### src/rtl/sizes.sv
// rtl/sizes.sv - shared datapath widths for the PE row sequencer
package sizes;
   localparam int DATA_SIZE        = 8;
   localparam int BIGGER_DATA_SIZE = 20;
endpackage

### src/rtl/pe_row_ctrl_if.sv
// rtl/pe_row_ctrl_if.sv - stream and PE-side signals of the PE row sequencer
interface pe_row_ctrl_if #(
   parameter int DATA_SIZE        = sizes::DATA_SIZE,
   parameter int BIGGER_DATA_SIZE = sizes::BIGGER_DATA_SIZE
);
   logic                        filt_valid_i;
   logic                        filt_ready_o;
   logic [DATA_SIZE-1:0]        filt_data_i;
   logic                        ifmap_valid_i;
   logic                        ifmap_ready_o;
   logic [DATA_SIZE-1:0]        ifmap_data_i;
   logic                        psin_valid_i;
   logic                        psin_ready_o;
   logic [BIGGER_DATA_SIZE-1:0] psin_data_i;
   logic [DATA_SIZE-1:0]        pe_filter_o;
   logic [DATA_SIZE-1:0]        pe_ifmap_o;
   logic [BIGGER_DATA_SIZE-1:0] pe_psum_o;
   logic                        pe_beat_o;
   logic                        pe_first_o;
   logic                        pe_last_o;
   logic [BIGGER_DATA_SIZE-1:0] pe_psum_i;
   logic                        pe_psum_valid_i;
   logic                        out_valid_o;
   logic                        out_ready_i;
   logic [BIGGER_DATA_SIZE-1:0] out_data_o;

   // sequencer side
   modport master (
      input  filt_valid_i, filt_data_i, ifmap_valid_i, ifmap_data_i,
      input  psin_valid_i, psin_data_i, pe_psum_i, pe_psum_valid_i, out_ready_i,
      output filt_ready_o, ifmap_ready_o, psin_ready_o,
      output pe_filter_o, pe_ifmap_o, pe_psum_o, pe_beat_o, pe_first_o, pe_last_o,
      output out_valid_o, out_data_o
   );

   // memory/stream/PE side
   modport slave (
      output filt_valid_i, filt_data_i, ifmap_valid_i, ifmap_data_i,
      output psin_valid_i, psin_data_i, pe_psum_i, pe_psum_valid_i, out_ready_i,
      input  filt_ready_o, ifmap_ready_o, psin_ready_o,
      input  pe_filter_o, pe_ifmap_o, pe_psum_o, pe_beat_o, pe_first_o, pe_last_o,
      input  out_valid_o, out_data_o
   );
endinterface

### src/rtl/pe_row_ctrl.sv
// rtl/pe_row_ctrl.sv - sequencer feeding one PE for a stride-1 1-D convolution row
module pe_row_ctrl #(
   parameter int FILTER_LEN       = 3,
   parameter int DATA_SIZE        = sizes::DATA_SIZE,
   parameter int BIGGER_DATA_SIZE = sizes::BIGGER_DATA_SIZE,
   parameter int LEN_W            = 8
) (
   input  logic             clk,
   input  logic             n_rst,
   input  logic             start_i,
   input  logic [LEN_W-1:0] ofmap_len_i,
   output logic             busy_o,
   output logic             done_o,
   output logic             err_o,
   pe_row_ctrl_if.master    bus
);

   localparam int CNT_W = $clog2(FILTER_LEN + 1);
   localparam logic [CNT_W-1:0] FL_C   = CNT_W'(FILTER_LEN);
   localparam logic [CNT_W-1:0] LAST_C = CNT_W'(FILTER_LEN - 1);

   typedef enum logic [2:0] {
      S_IDLE,
      S_LOAD_FILT,
      S_GATHER,
      S_ISSUE,
      S_WAIT,
      S_OUT
   } state_e;

   typedef logic [DATA_SIZE-1:0] data_t;
   typedef logic [BIGGER_DATA_SIZE-1:0] psum_t;

   state_e           state_q, state_d;
   logic [LEN_W-1:0] len_q, len_d;
   logic [LEN_W-1:0] out_cnt_q, out_cnt_d;
   // beat index while issuing; reused as the tap index while loading the filter
   logic [CNT_W-1:0] beat_q, beat_d;
   logic [CNT_W-1:0] win_cnt_q, win_cnt_d;
   data_t            filt_q [FILTER_LEN];
   data_t            filt_d [FILTER_LEN];
   data_t            win_q  [FILTER_LEN];
   data_t            win_d  [FILTER_LEN];
   psum_t            psum_q, psum_d;
   logic             held_q, held_d;
   psum_t            out_data_q, out_data_d;
   logic             done_q, done_d;
   logic             err_q, err_d;
   data_t            pe_filter_q, pe_filter_d;
   data_t            pe_ifmap_q, pe_ifmap_d;
   psum_t            pe_psum_q, pe_psum_d;
   logic             pe_beat_q, pe_beat_d;
   logic             pe_first_q, pe_first_d;
   logic             pe_last_q, pe_last_d;

   logic filt_rdy, ifmap_rdy, psin_rdy, out_vld;
   logic filt_xfer, ifmap_xfer, psin_xfer, out_xfer;

   // readys come from state and counters only, never from the valids
   always_comb begin
      filt_rdy   = (state_q == S_LOAD_FILT);
      ifmap_rdy  = (state_q == S_GATHER) && (win_cnt_q < FL_C);
      psin_rdy   = (state_q == S_GATHER) && !held_q;
      out_vld    = (state_q == S_OUT);
      filt_xfer  = filt_rdy  && bus.filt_valid_i;
      ifmap_xfer = ifmap_rdy && bus.ifmap_valid_i;
      psin_xfer  = psin_rdy  && bus.psin_valid_i;
      out_xfer   = out_vld   && bus.out_ready_i;
   end

   // next-state and datapath updates; PE-facing outputs are registered one step
   // ahead so that they line up with the ISSUE beat they belong to
   always_comb begin
      state_d     = state_q;
      len_d       = len_q;
      out_cnt_d   = out_cnt_q;
      beat_d      = beat_q;
      win_cnt_d   = win_cnt_q;
      filt_d      = filt_q;
      win_d       = win_q;
      psum_d      = psum_q;
      held_d      = held_q;
      out_data_d  = out_data_q;
      done_d      = 1'b0;
      err_d       = err_q || (bus.pe_psum_valid_i && (state_q != S_WAIT));
      pe_filter_d = pe_filter_q;
      pe_ifmap_d  = pe_ifmap_q;
      pe_psum_d   = pe_psum_q;
      pe_beat_d   = 1'b0;
      pe_first_d  = 1'b0;
      pe_last_d   = 1'b0;

      case (state_q)
         S_IDLE: begin
            if (start_i) begin
               // a stray PE valid in the same cycle still counts against the new job
               err_d = bus.pe_psum_valid_i;
               if (ofmap_len_i == '0) begin
                  done_d = 1'b1;
               end else begin
                  len_d     = ofmap_len_i;
                  out_cnt_d = '0;
                  beat_d    = '0;
                  win_cnt_d = '0;
                  held_d    = 1'b0;
                  state_d   = S_LOAD_FILT;
               end
            end
         end
         S_LOAD_FILT: begin
            if (filt_xfer) begin
               filt_d[beat_q] = bus.filt_data_i;
               if (beat_q == LAST_C) begin
                  beat_d  = '0;
                  state_d = S_GATHER;
               end else begin
                  beat_d = beat_q + 1'b1;
               end
            end
         end
         S_GATHER: begin
            if (ifmap_xfer) begin
               win_d[win_cnt_q] = bus.ifmap_data_i;
               win_cnt_d        = win_cnt_q + 1'b1;
            end
            if (psin_xfer) begin
               psum_d = bus.psin_data_i;
               held_d = 1'b1;
            end
            if ((win_cnt_d == FL_C) && held_d) begin
               beat_d  = '0;
               state_d = S_ISSUE;
            end
         end
         S_ISSUE: begin
            if (beat_q == LAST_C) begin
               beat_d  = '0;
               state_d = S_WAIT;
            end else begin
               beat_d = beat_q + 1'b1;
            end
         end
         S_WAIT: begin
            if (bus.pe_psum_valid_i) begin
               out_data_d = bus.pe_psum_i;
               state_d    = S_OUT;
            end
         end
         S_OUT: begin
            if (out_xfer) begin
               if ((out_cnt_q + LEN_W'(1)) == len_q) begin
                  done_d  = 1'b1;
                  state_d = S_IDLE;
               end else begin
                  // slide by one: the oldest word leaves, one new word is needed
                  for (int i = 0; i < FILTER_LEN - 1; i++) begin
                     win_d[i] = win_q[i+1];
                  end
                  win_d[FILTER_LEN-1] = '0;
                  win_cnt_d = LAST_C;
                  held_d    = 1'b0;
                  out_cnt_d = out_cnt_q + LEN_W'(1);
                  state_d   = S_GATHER;
               end
            end
         end
         default: state_d = S_IDLE;
      endcase

      if (state_d == S_ISSUE) begin
         pe_beat_d   = 1'b1;
         pe_first_d  = (beat_d == '0);
         pe_last_d   = (beat_d == LAST_C);
         pe_filter_d = filt_d[beat_d];
         pe_ifmap_d  = win_d[beat_d];
         pe_psum_d   = psum_d;
      end
   end

   // state and datapath registers, cleared asynchronously
   always_ff @(posedge clk or negedge n_rst) begin
      if (!n_rst) begin
         state_q     <= S_IDLE;
         len_q       <= '0;
         out_cnt_q   <= '0;
         beat_q      <= '0;
         win_cnt_q   <= '0;
         for (int i = 0; i < FILTER_LEN; i++) begin
            filt_q[i] <= '0;
            win_q[i]  <= '0;
         end
         psum_q      <= '0;
         held_q      <= 1'b0;
         out_data_q  <= '0;
         done_q      <= 1'b0;
         err_q       <= 1'b0;
         pe_filter_q <= '0;
         pe_ifmap_q  <= '0;
         pe_psum_q   <= '0;
         pe_beat_q   <= 1'b0;
         pe_first_q  <= 1'b0;
         pe_last_q   <= 1'b0;
      end else begin
         state_q     <= state_d;
         len_q       <= len_d;
         out_cnt_q   <= out_cnt_d;
         beat_q      <= beat_d;
         win_cnt_q   <= win_cnt_d;
         filt_q      <= filt_d;
         win_q       <= win_d;
         psum_q      <= psum_d;
         held_q      <= held_d;
         out_data_q  <= out_data_d;
         done_q      <= done_d;
         err_q       <= err_d;
         pe_filter_q <= pe_filter_d;
         pe_ifmap_q  <= pe_ifmap_d;
         pe_psum_q   <= pe_psum_d;
         pe_beat_q   <= pe_beat_d;
         pe_first_q  <= pe_first_d;
         pe_last_q   <= pe_last_d;
      end
   end

   assign busy_o            = (state_q != S_IDLE);
   assign done_o            = done_q;
   assign err_o             = err_q;
   assign bus.filt_ready_o  = filt_rdy;
   assign bus.ifmap_ready_o = ifmap_rdy;
   assign bus.psin_ready_o  = psin_rdy;
   assign bus.out_valid_o   = out_vld;
   assign bus.out_data_o    = out_data_q;
   assign bus.pe_filter_o   = pe_filter_q;
   assign bus.pe_ifmap_o    = pe_ifmap_q;
   assign bus.pe_psum_o     = pe_psum_q;
   assign bus.pe_beat_o     = pe_beat_q;
   assign bus.pe_first_o    = pe_first_q;
   assign bus.pe_last_o     = pe_last_q;

endmodule
### src/flat_wrapper.sv
// flat-port wrapper written by rule: the top's interface ports become plain ports
module pe_row_ctrl_flat 
#(
   parameter int FILTER_LEN       = 3,
   parameter int DATA_SIZE        = sizes::DATA_SIZE,
   parameter int BIGGER_DATA_SIZE = sizes::BIGGER_DATA_SIZE,
   parameter int LEN_W            = 8
)
  (clk, n_rst, start_i, ofmap_len_i, busy_o, done_o, err_o, bus_filt_valid_i, bus_filt_data_i, bus_ifmap_valid_i, bus_ifmap_data_i, bus_psin_valid_i, bus_psin_data_i, bus_pe_psum_i, bus_pe_psum_valid_i, bus_out_ready_i, bus_filt_ready_o, bus_ifmap_ready_o, bus_psin_ready_o, bus_pe_filter_o, bus_pe_ifmap_o, bus_pe_psum_o, bus_pe_beat_o, bus_pe_first_o, bus_pe_last_o, bus_out_valid_o, bus_out_data_o);
  pe_row_ctrl_if #(.DATA_SIZE(DATA_SIZE), .BIGGER_DATA_SIZE(BIGGER_DATA_SIZE)) bus_i ();
  input  logic clk;
  input  logic n_rst;
  input  logic start_i;
  input  logic [LEN_W-1:0] ofmap_len_i;
  output logic busy_o;
  output logic done_o;
  output logic err_o;
  input wire logic [$bits(bus_i.filt_valid_i)-1:0] bus_filt_valid_i;
  input wire logic [$bits(bus_i.filt_data_i)-1:0] bus_filt_data_i;
  input wire logic [$bits(bus_i.ifmap_valid_i)-1:0] bus_ifmap_valid_i;
  input wire logic [$bits(bus_i.ifmap_data_i)-1:0] bus_ifmap_data_i;
  input wire logic [$bits(bus_i.psin_valid_i)-1:0] bus_psin_valid_i;
  input wire logic [$bits(bus_i.psin_data_i)-1:0] bus_psin_data_i;
  input wire logic [$bits(bus_i.pe_psum_i)-1:0] bus_pe_psum_i;
  input wire logic [$bits(bus_i.pe_psum_valid_i)-1:0] bus_pe_psum_valid_i;
  input wire logic [$bits(bus_i.out_ready_i)-1:0] bus_out_ready_i;
  output wire logic [$bits(bus_i.filt_ready_o)-1:0] bus_filt_ready_o;
  output wire logic [$bits(bus_i.ifmap_ready_o)-1:0] bus_ifmap_ready_o;
  output wire logic [$bits(bus_i.psin_ready_o)-1:0] bus_psin_ready_o;
  output wire logic [$bits(bus_i.pe_filter_o)-1:0] bus_pe_filter_o;
  output wire logic [$bits(bus_i.pe_ifmap_o)-1:0] bus_pe_ifmap_o;
  output wire logic [$bits(bus_i.pe_psum_o)-1:0] bus_pe_psum_o;
  output wire logic [$bits(bus_i.pe_beat_o)-1:0] bus_pe_beat_o;
  output wire logic [$bits(bus_i.pe_first_o)-1:0] bus_pe_first_o;
  output wire logic [$bits(bus_i.pe_last_o)-1:0] bus_pe_last_o;
  output wire logic [$bits(bus_i.out_valid_o)-1:0] bus_out_valid_o;
  output wire logic [$bits(bus_i.out_data_o)-1:0] bus_out_data_o;
  assign bus_i.filt_valid_i = bus_filt_valid_i;
  assign bus_i.filt_data_i = bus_filt_data_i;
  assign bus_i.ifmap_valid_i = bus_ifmap_valid_i;
  assign bus_i.ifmap_data_i = bus_ifmap_data_i;
  assign bus_i.psin_valid_i = bus_psin_valid_i;
  assign bus_i.psin_data_i = bus_psin_data_i;
  assign bus_i.pe_psum_i = bus_pe_psum_i;
  assign bus_i.pe_psum_valid_i = bus_pe_psum_valid_i;
  assign bus_i.out_ready_i = bus_out_ready_i;
  assign bus_filt_ready_o = bus_i.filt_ready_o;
  assign bus_ifmap_ready_o = bus_i.ifmap_ready_o;
  assign bus_psin_ready_o = bus_i.psin_ready_o;
  assign bus_pe_filter_o = bus_i.pe_filter_o;
  assign bus_pe_ifmap_o = bus_i.pe_ifmap_o;
  assign bus_pe_psum_o = bus_i.pe_psum_o;
  assign bus_pe_beat_o = bus_i.pe_beat_o;
  assign bus_pe_first_o = bus_i.pe_first_o;
  assign bus_pe_last_o = bus_i.pe_last_o;
  assign bus_out_valid_o = bus_i.out_valid_o;
  assign bus_out_data_o = bus_i.out_data_o;
  pe_row_ctrl #(.FILTER_LEN(FILTER_LEN), .DATA_SIZE(DATA_SIZE), .BIGGER_DATA_SIZE(BIGGER_DATA_SIZE), .LEN_W(LEN_W)) u_core (.clk(clk), .n_rst(n_rst), .start_i(start_i), .ofmap_len_i(ofmap_len_i), .busy_o(busy_o), .done_o(done_o), .err_o(err_o), .bus(bus_i));
endmodule
### config.mk
export PLATFORM = sky130hd
export DESIGN_NAME = pe_row_ctrl_flat
export DESIGN_NICKNAME = d
export VERILOG_FILES = /design/src/rtl/sizes.sv /design/src/rtl/pe_row_ctrl_if.sv /design/src/rtl/pe_row_ctrl.sv /design/src/flat_wrapper.sv
export SDC_FILE = /design/constraint.sdc
export NUM_CORES = 1
export LEC_CHECK = 0
export BUFFER_PORTS_ARGS = -buffer_cell sky130_fd_sc_hd__buf_2
export CELL_PAD_IN_SITES_DETAIL_PLACEMENT = 1
export CELL_PAD_IN_SITES_GLOBAL_PLACEMENT = 1
export CORE_UTILIZATION = 43
export CTS_BUF_LIST = sky130_fd_sc_hd__clkbuf_16
export DETAILED_ROUTE_END_ITERATION = 10
export PLACE_DENSITY_LB_ADDON = 0.1
export SLEW_MARGIN = 20
export SYNTH_ARGS = -nofsm -noshare
export SYNTH_HDL_FRONTEND = slang
export SYNTH_SLANG_ARGS = --single-unit
### constraint.sdc
create_clock -name clk -period 2.87 [get_ports clk]
set_clock_uncertainty 0.15 [all_clocks]
set_input_delay 0.1435 -clock clk [delete_from_list [all_inputs] [get_ports clk]]
set_output_delay 0.1435 -clock clk [all_outputs]
set_load 0.005 [all_outputs]
# Word-level counts from Yosys, hierarchy flattened
# Index checks and enable logic that the tools add are counted.
[word_totals]
ff_bits = 153
inputBits = 72
output_inout_bits = 66
word_cells = 137
[classes]
addsub = 3
magnitude_cmp = 6
eq_ne = 15
muxes = 65
n_bitwise = 4
reduce_logical = 22
[ops]
columns = ["cell", "count"]
rows = [
  ["two-way mux 24 bit", 5],
  ["two-way mux 8 bit", 10],
  ["bitwise mux 24 bit", 2],
  ["case mux 24 bit (2 select lines)", 1],
  ["two-way mux 20 bit", 2],
  ["binary-select mux 8 bit (select 2 bit)", 2],
  ["demux 8 bit (select 2 bit)", 2],
  ["two-way mux 2 bit", 12],
  ["two-way mux 3 bit", 8],
  ["case mux 3 bit (6 select lines)", 1],
  ["case mux 8 bit (2 select lines)", 1],
  ["two-way mux 1 bit", 15],
  ["logical AND 1 bit", 10],
  ["AND reduction 5 bit", 2],
  ["== test 3 x 2 -> 1 bit, second input constant", 3],
  [">= comparator 3 bit, second input constant", 3],
  ["NOT 2 -> 3 bit", 3],
  ["adder 8 x 1 -> 8 bit, second input constant", 1],
  ["== test 8 bit", 1],
  ["zero test 8 bit", 1],
  ["case mux 2 bit (4 select lines)", 1],
  ["== test 2 bit, second input constant", 3],
  ["== test 3 bit, second input constant", 2],
  ["less-than comparator 3 x 1 -> 1 bit, second input constant", 2],
  ["18 further kinds", 22],
]

# Longest topological paths before layout
[logic_depth]
word_depth = 13
mapped_depth = 11
mapped_depth_nobuf = 9

# Worst setup path before layout
# No wires, ideal clock.
[synth_timing]
path_kind = "reg2reg"
startpoint = "register u_core.win_cnt_q[0]"
endpoint = "register u_core.pe_ifmap_q[6] (netlist: u_core.bus.pe_ifmap_o[6])"
setup_ns = 0.092
arrival_time_ns = 2.316
required_time_ns = 2.628
path_slack_ns = 0.312
path_stages_with_launch = 11
n_path_buf = 2
period_less_slack_ns = 2.558
cell_sequence = "dfrtp_1 inv_1 ha_1 nor4bb_1 a31oi_1 o31ai_1 nand3_1 or2_2 clkbuf_1 clkbuf_1 o31ai_2"
[synth_between]
elab_chain_len = 13
elab_cells_between_ends = 26
classes_between = "add/sub: 1; order compare: 3; eq/ne: 2; mux: 14; bitwise: 2; reduce/logical: 4"
[synth_lines]
columns = ["item", "line", "text"]
rows = [
  ["from (decl)", "pe_row_ctrl.sv:39", "logic [CNT_W-1:0] win_cnt_q, win_cnt_d;"],
  ["from (signal assigned)", "pe_row_ctrl.sv:208", "win_cnt_q <= win_cnt_d;"],
  ["less-than comparator 2 bit", "pe_row_ctrl.sv:62", "ifmap_rdy = (state_q == S_GATHER) && (win_cnt_q < FL_C);"],
  ["logical AND 1 bit", "pe_row_ctrl.sv:62", ""],
  ["logical AND 1 bit", "pe_row_ctrl.sv:66", "ifmap_xfer = ifmap_rdy && bus.ifmap_valid_i;"],
  ["two-way mux 2 bit", "pe_row_ctrl.sv:122", "if (ifmap_xfer) begin"],
  ["two-way mux 2 bit", "pe_row_ctrl.sv:93", "case (state_q)"],
  ["== test 2 bit", "pe_row_ctrl.sv:130", "if ((win_cnt_d == FL_C) && held_d) begin"],
  ["logical AND 1 bit", "pe_row_ctrl.sv:130", ""],
  ["two-way mux 2 bit", "pe_row_ctrl.sv:130", ""],
  ["case mux 2 bit (4 select lines)", "pe_row_ctrl.sv:93", ""],
  ["NOT 2 -> 3 bit (not written as such)", "pe_row_ctrl.sv:175", "pe_ifmap_d = win_d[beat_d];"],
  ["binary-select mux 8 bit (select 2 bit)", "pe_row_ctrl.sv:175", ""],
  ["two-way mux 8 bit (not written as such) (2 in a row)", "pe_row_ctrl.sv:175", ""],
  ["to (signal assigned)", "pe_row_ctrl.sv:217", "pe_ifmap_q <= pe_ifmap_d;"],
  ["to (decl)", "pe_row_ctrl.sv:50", "data_t pe_ifmap_q, pe_ifmap_d;"],
]
# Several ways; a longest one is shown, not always the timed one. The select of a mux whose other input is x is not followed.
# A chain may end at the register's enable or synchronous reset.

# Worst setup path after layout
[layout_timing]
startpoint = "register u_core.out_cnt_q[2]"
endpoint = "register u_core.pe_ifmap_q[0] (netlist: u_core.bus.pe_ifmap_o[0])"
[layout_between]
elab_chain_len = 8
elab_cells_between_ends = 12
classes_between = "add/sub: 1; eq/ne: 2; mux: 9"
[layout_lines]
columns = ["item", "line", "text"]
rows = [
  ["from (decl)", "pe_row_ctrl.sv:36", "logic [LEN_W-1:0] out_cnt_q, out_cnt_d;"],
  ["from (signal assigned)", "pe_row_ctrl.sv:206", "out_cnt_q <= out_cnt_d;"],
  ["adder 8 x 1 -> 8 bit (*)", "pe_row_ctrl.sv:151", "if ((out_cnt_q + LEN_W'(1)) == len_q) begin"],
  ["== test 8 bit (*)", "pe_row_ctrl.sv:151", ""],
  ["two-way mux 24 bit", "pe_row_ctrl.sv:151", ""],
  ["two-way mux 24 bit", "pe_row_ctrl.sv:150", "if (out_xfer) begin"],
  ["case mux 24 bit (2 select lines)", "pe_row_ctrl.sv:93", ""],
  ["binary-select mux 8 bit (select 2 bit)", "pe_row_ctrl.sv:175", ""],
  ["two-way mux 8 bit (not written as such) (2 in a row)", "pe_row_ctrl.sv:175", ""],
]
# Mark *: on every way between the ends. The rest lies on a longest branch, timed or not. The select of a mux whose other input is x is not followed.

==> summary.txt <==
Global routing
  – Vias in the first global route: 6350
  – Overall track demand over capacity in global routing: 0.2716
  – Pin count of the biggest net entering global routing: 65
  – Initial antenna violation count: 0
  – First-pass GRT wire length: 33.96 mm
  – Global route total overflow: 0

Synthesis
  – Top_reg_cell synth: dfrtp_1
  – Unique masters post-synth: 56
  – Yosys top cell area share: 0.5515
  – Area contributors post-synth: dfrtp_1 55%, mux2_2 12%, nand2_1 7.0%
  – Cells after Synth: 623
  – Sequential area share after synthesis: 0.5515
  – Synth area leader: dfrtp_1
  – Seq cells post-synth: 153
  – Synthesized area per cell: 11.14 µm²
  – Commonest cells in the netlist: 153 x dfrtp_1, 129 x nand2_1, 71 x mux2_2, 32 x o21ai_0, 22 x nor2_1
  – Mapped Nets: 700
  – Count leader, synth: dfrtp_1
  – Warnings from Yosys: 0
  – Post-synth EDFFs: 0
  – Synth async-reset ratio: 1.000
  – Mapped cell area: 0.006943 mm²

Worst setup path
  – Data required, critical path: 3060 ps
  – Crit end category: register
  – CP max stage delay: 570 ps
  – Crit path kind: register to register
  – Most used cell, CP: nand3_1
  – Delay-heaviest family, CP: simple AND/OR/NAND/NOR gates
  – Worst path slowest cell: or4_1
  – Startpoint Class: register
  – Critical Path AT: 2930 ps
  – Crit path buf inv count: 1
  – Worst-path cell chain: nand3_1 -> or4_1 -> nand3_1 -> nand4_4 -> a21oi_4 -> buf_4 -> a221oi_2 -> o31ai_1
  – CP max FO: 9

Floorplan
  – Width of the die: 129.1 µm
  – Die height: 129.1 µm
  – # IOs: 138
  – Initial Util: 0.4387
  – Row Count: 46
  – Die area: 0.01666 mm²
  – Core area: 0.01583 mm²

Timing
  – Setup TNS: 0 ps
  – Worst Tran Pin Value: 1019 ps
  – Unrepaired setup endpoints after global routing: no
  – Final Hold Viols: 0
  – Slew Viols, Final: 0
  – Fmax: 0.3645 GHz
  – Period utilization: 0.9558
  – Min Tclk post-route: 2743 ps
  – Final setup viols: 0
  – Slew HR: 0.3205

Clock tree
  – TritonCTS Buffers: 17
  – CTS sink cnt: 153
  – Clk Tree Root Cell: clkbuf_16
  – Clk slew on worst S/H paths: 70 ps
  – CTS tree: done
  – Post-CTS setup buffer count: 0
  – CTS max path bufs: 2
  – H-tree depth: 4
  – Clock Latency Late Sink: 430 ps

Final layout
  – Layout cell share with drive strength beyond 1: 0.3457
  – ANT cells: 0
  – Nets@finish: 930
  – Final std cells w/o fill: 1078
  – Synth-to-Final Area Change: 33.95%
  – Cell area after layout: 0.009300 mm²

Drt
  – Final wirelength: 21.13 mm
  – DRC errors left: 0
  – Antenna Violating Nets Remaining: 0
  – WL/cell: 19.60 µm
  – Post-DR vias/cell: 5.391
  – Via count: 5812
  – Starting DRT DRC Count: 257
  – TritonRoute pass-1 iters: 4

Placement
  – Area after DPL: 0.008046 mm²
  – I/O Buffers: 137
  – Dpl hpwl: 13.52 mm
  – Cell Count Post-Placement: 981
  – GPL Wtd Cong: 0.8037

Flow run
  – Max cap viols: 0

Power
  – PwrDens: 977.3 mW/mm²
  – Total leakage power: 4.475 nW
  – VDD IR max: 0.5300 mV
  – Final Power: 9.089 mW

Outcome
  – Status: complete, no violations

Worst hold path
  – Hold Crit Class: input pin to register
what timing repair did:
| item | 4_1_cts | 5_1_grt |
|---|---|---|
| hold buffers | 69 | 0 |
| gates cloned | 0 | 0 |
| hold endpoints to repair | 185 | 0 |
| endpoints found under the setup margin | 9 | 5 |
| resized for setup | 1 | 2 |
power by group:
group | switching (mW) | total, mW | internal, mW
clock | 0.918 | 2.18 | 1.26
sequential | 0.534 | 3.57 | 3.03
combinational | 1.74 | 3.34 | 1.60
kinds of logic (layout without fill, tap and decap cells):
group | after synthesis | after routing | share of synthesized area
fa+ha+maj | 5 | 5 | 0.009011
simple gates | 212 | 212 | 0.1370
xor+xnor | 8 | 8 | 0.01009
compound gates | 122 | 122 | 0.1355
mux | 81 | 81 | 0.1296
buf+inv | 42 | 281 | 0.02739
flops | 153 | 153 | 0.5515
per-layer routing:
| layer | up-vias | GRT usage | wire length, µm |
|---|---|---|---|
| li1 | 2667 | - | - |
| met4 | 0 | 0.09550 | 352 |
| met3 | 27 | 0.06813 | 1151 |
| met1 | 2967 | 0.3298 | 8810 |
| met5 | - | 0 | 0 |
| met2 | 151 | 0.4703 | 10820 |
sequential cells by signal, summed over array words and instances (netlist names):
register,flops
u_core.filt_q,24
u_core.win_q,24
u_core.bus.out_data_o,20
u_core.bus.pe_psum_o,20
u_core.psum_q,20
u_core.bus.pe_filter_o,8
u_core.bus.pe_ifmap_o,8
u_core.len_q,8
u_core.out_cnt_q,8
u_core.state_q,3
u_core.beat_q,2
u_core.win_cnt_q,2
u_core.bus.pe_beat_o,1
u_core.bus.pe_first_o,1
u_core.bus.pe_last_o,1
u_core.done_o,1
u_core.err_o,1
u_core.held_q,1
tightest hold or removal path, cell delays in order:
cell and delay (ps):
buf_2 110, nand3_1 170, o22ai_1 120
final timing paths:
kind | from | to | slack [ps] | cells after the start
setup / recovery | u_core.out_cnt_q[2] | u_core.bus.pe_ifmap_o[0] | 130 | 8
hold / removal | start_i | u_core.done_o | 40 | 3
setup reg to reg | u_core.out_cnt_q[2] | u_core.bus.pe_ifmap_o[0] | 130 | 8
hold reg to reg | u_core.bus.pe_psum_o[10] | u_core.bus.pe_psum_o[10] | 330 | 2
max in group asynchronous | n_rst | u_core.win_cnt_q[0] | 1650 | 3
min in group asynchronous | n_rst | u_core.bus.pe_ifmap_o[7] | 130 | 2
layout by cell type (no fill, tap or decap), drive strengths merged, types with 3 or more instances in the layout:
master,synthesis,layout
a21oi,14,14
a221o,5,5
a221oi,7,7
a22oi,16,16
a311oi,3,3
a31o,3,3
a31oi,5,5
a32o,3,3
and2,5,5
and3,5,5
buf,10,173
clkbuf,21,17
clkinv,1,7
dfrtp,153,153
dlygate4sd3,0,69
ha,5,5
inv,10,11
mux2,71,71
mux2i,10,10
nand2,129,129
nand2b,4,4
nand3,21,21
nor2,24,24
nor2b,7,7
nor3,3,3
nor3b,3,3
o211a,4,4
o211ai,7,7
o21ai,32,32
o22ai,3,3
o31ai,10,10
xnor2,5,5
xor2,3,3
cell type report:
type                       instances  area, µm²
inverter                          11      41.29
multi-input combinational        428       2939
clock inverter                    11      128.9
tap                              216      270.3
sequential                       153       3830
timing repair buffer             242       1665
clock buffer                      17      425.4
fill                            1708       6528
stage by stage:
step,hold WS (ps),utilization,setup slack (ps)
2_1_floorplan,-302.1,-,312.4
3_3_place_gp,22.62,0.5084,81.88
3_5_place_dp,26.62,0.5084,-32.90
4_1_cts,32.57,0.5874,128.0
5_1_grt,66.32,0.5876,3.249
6_report,39.46,0.5876,126.8
(Power assumes the default switching activity.)
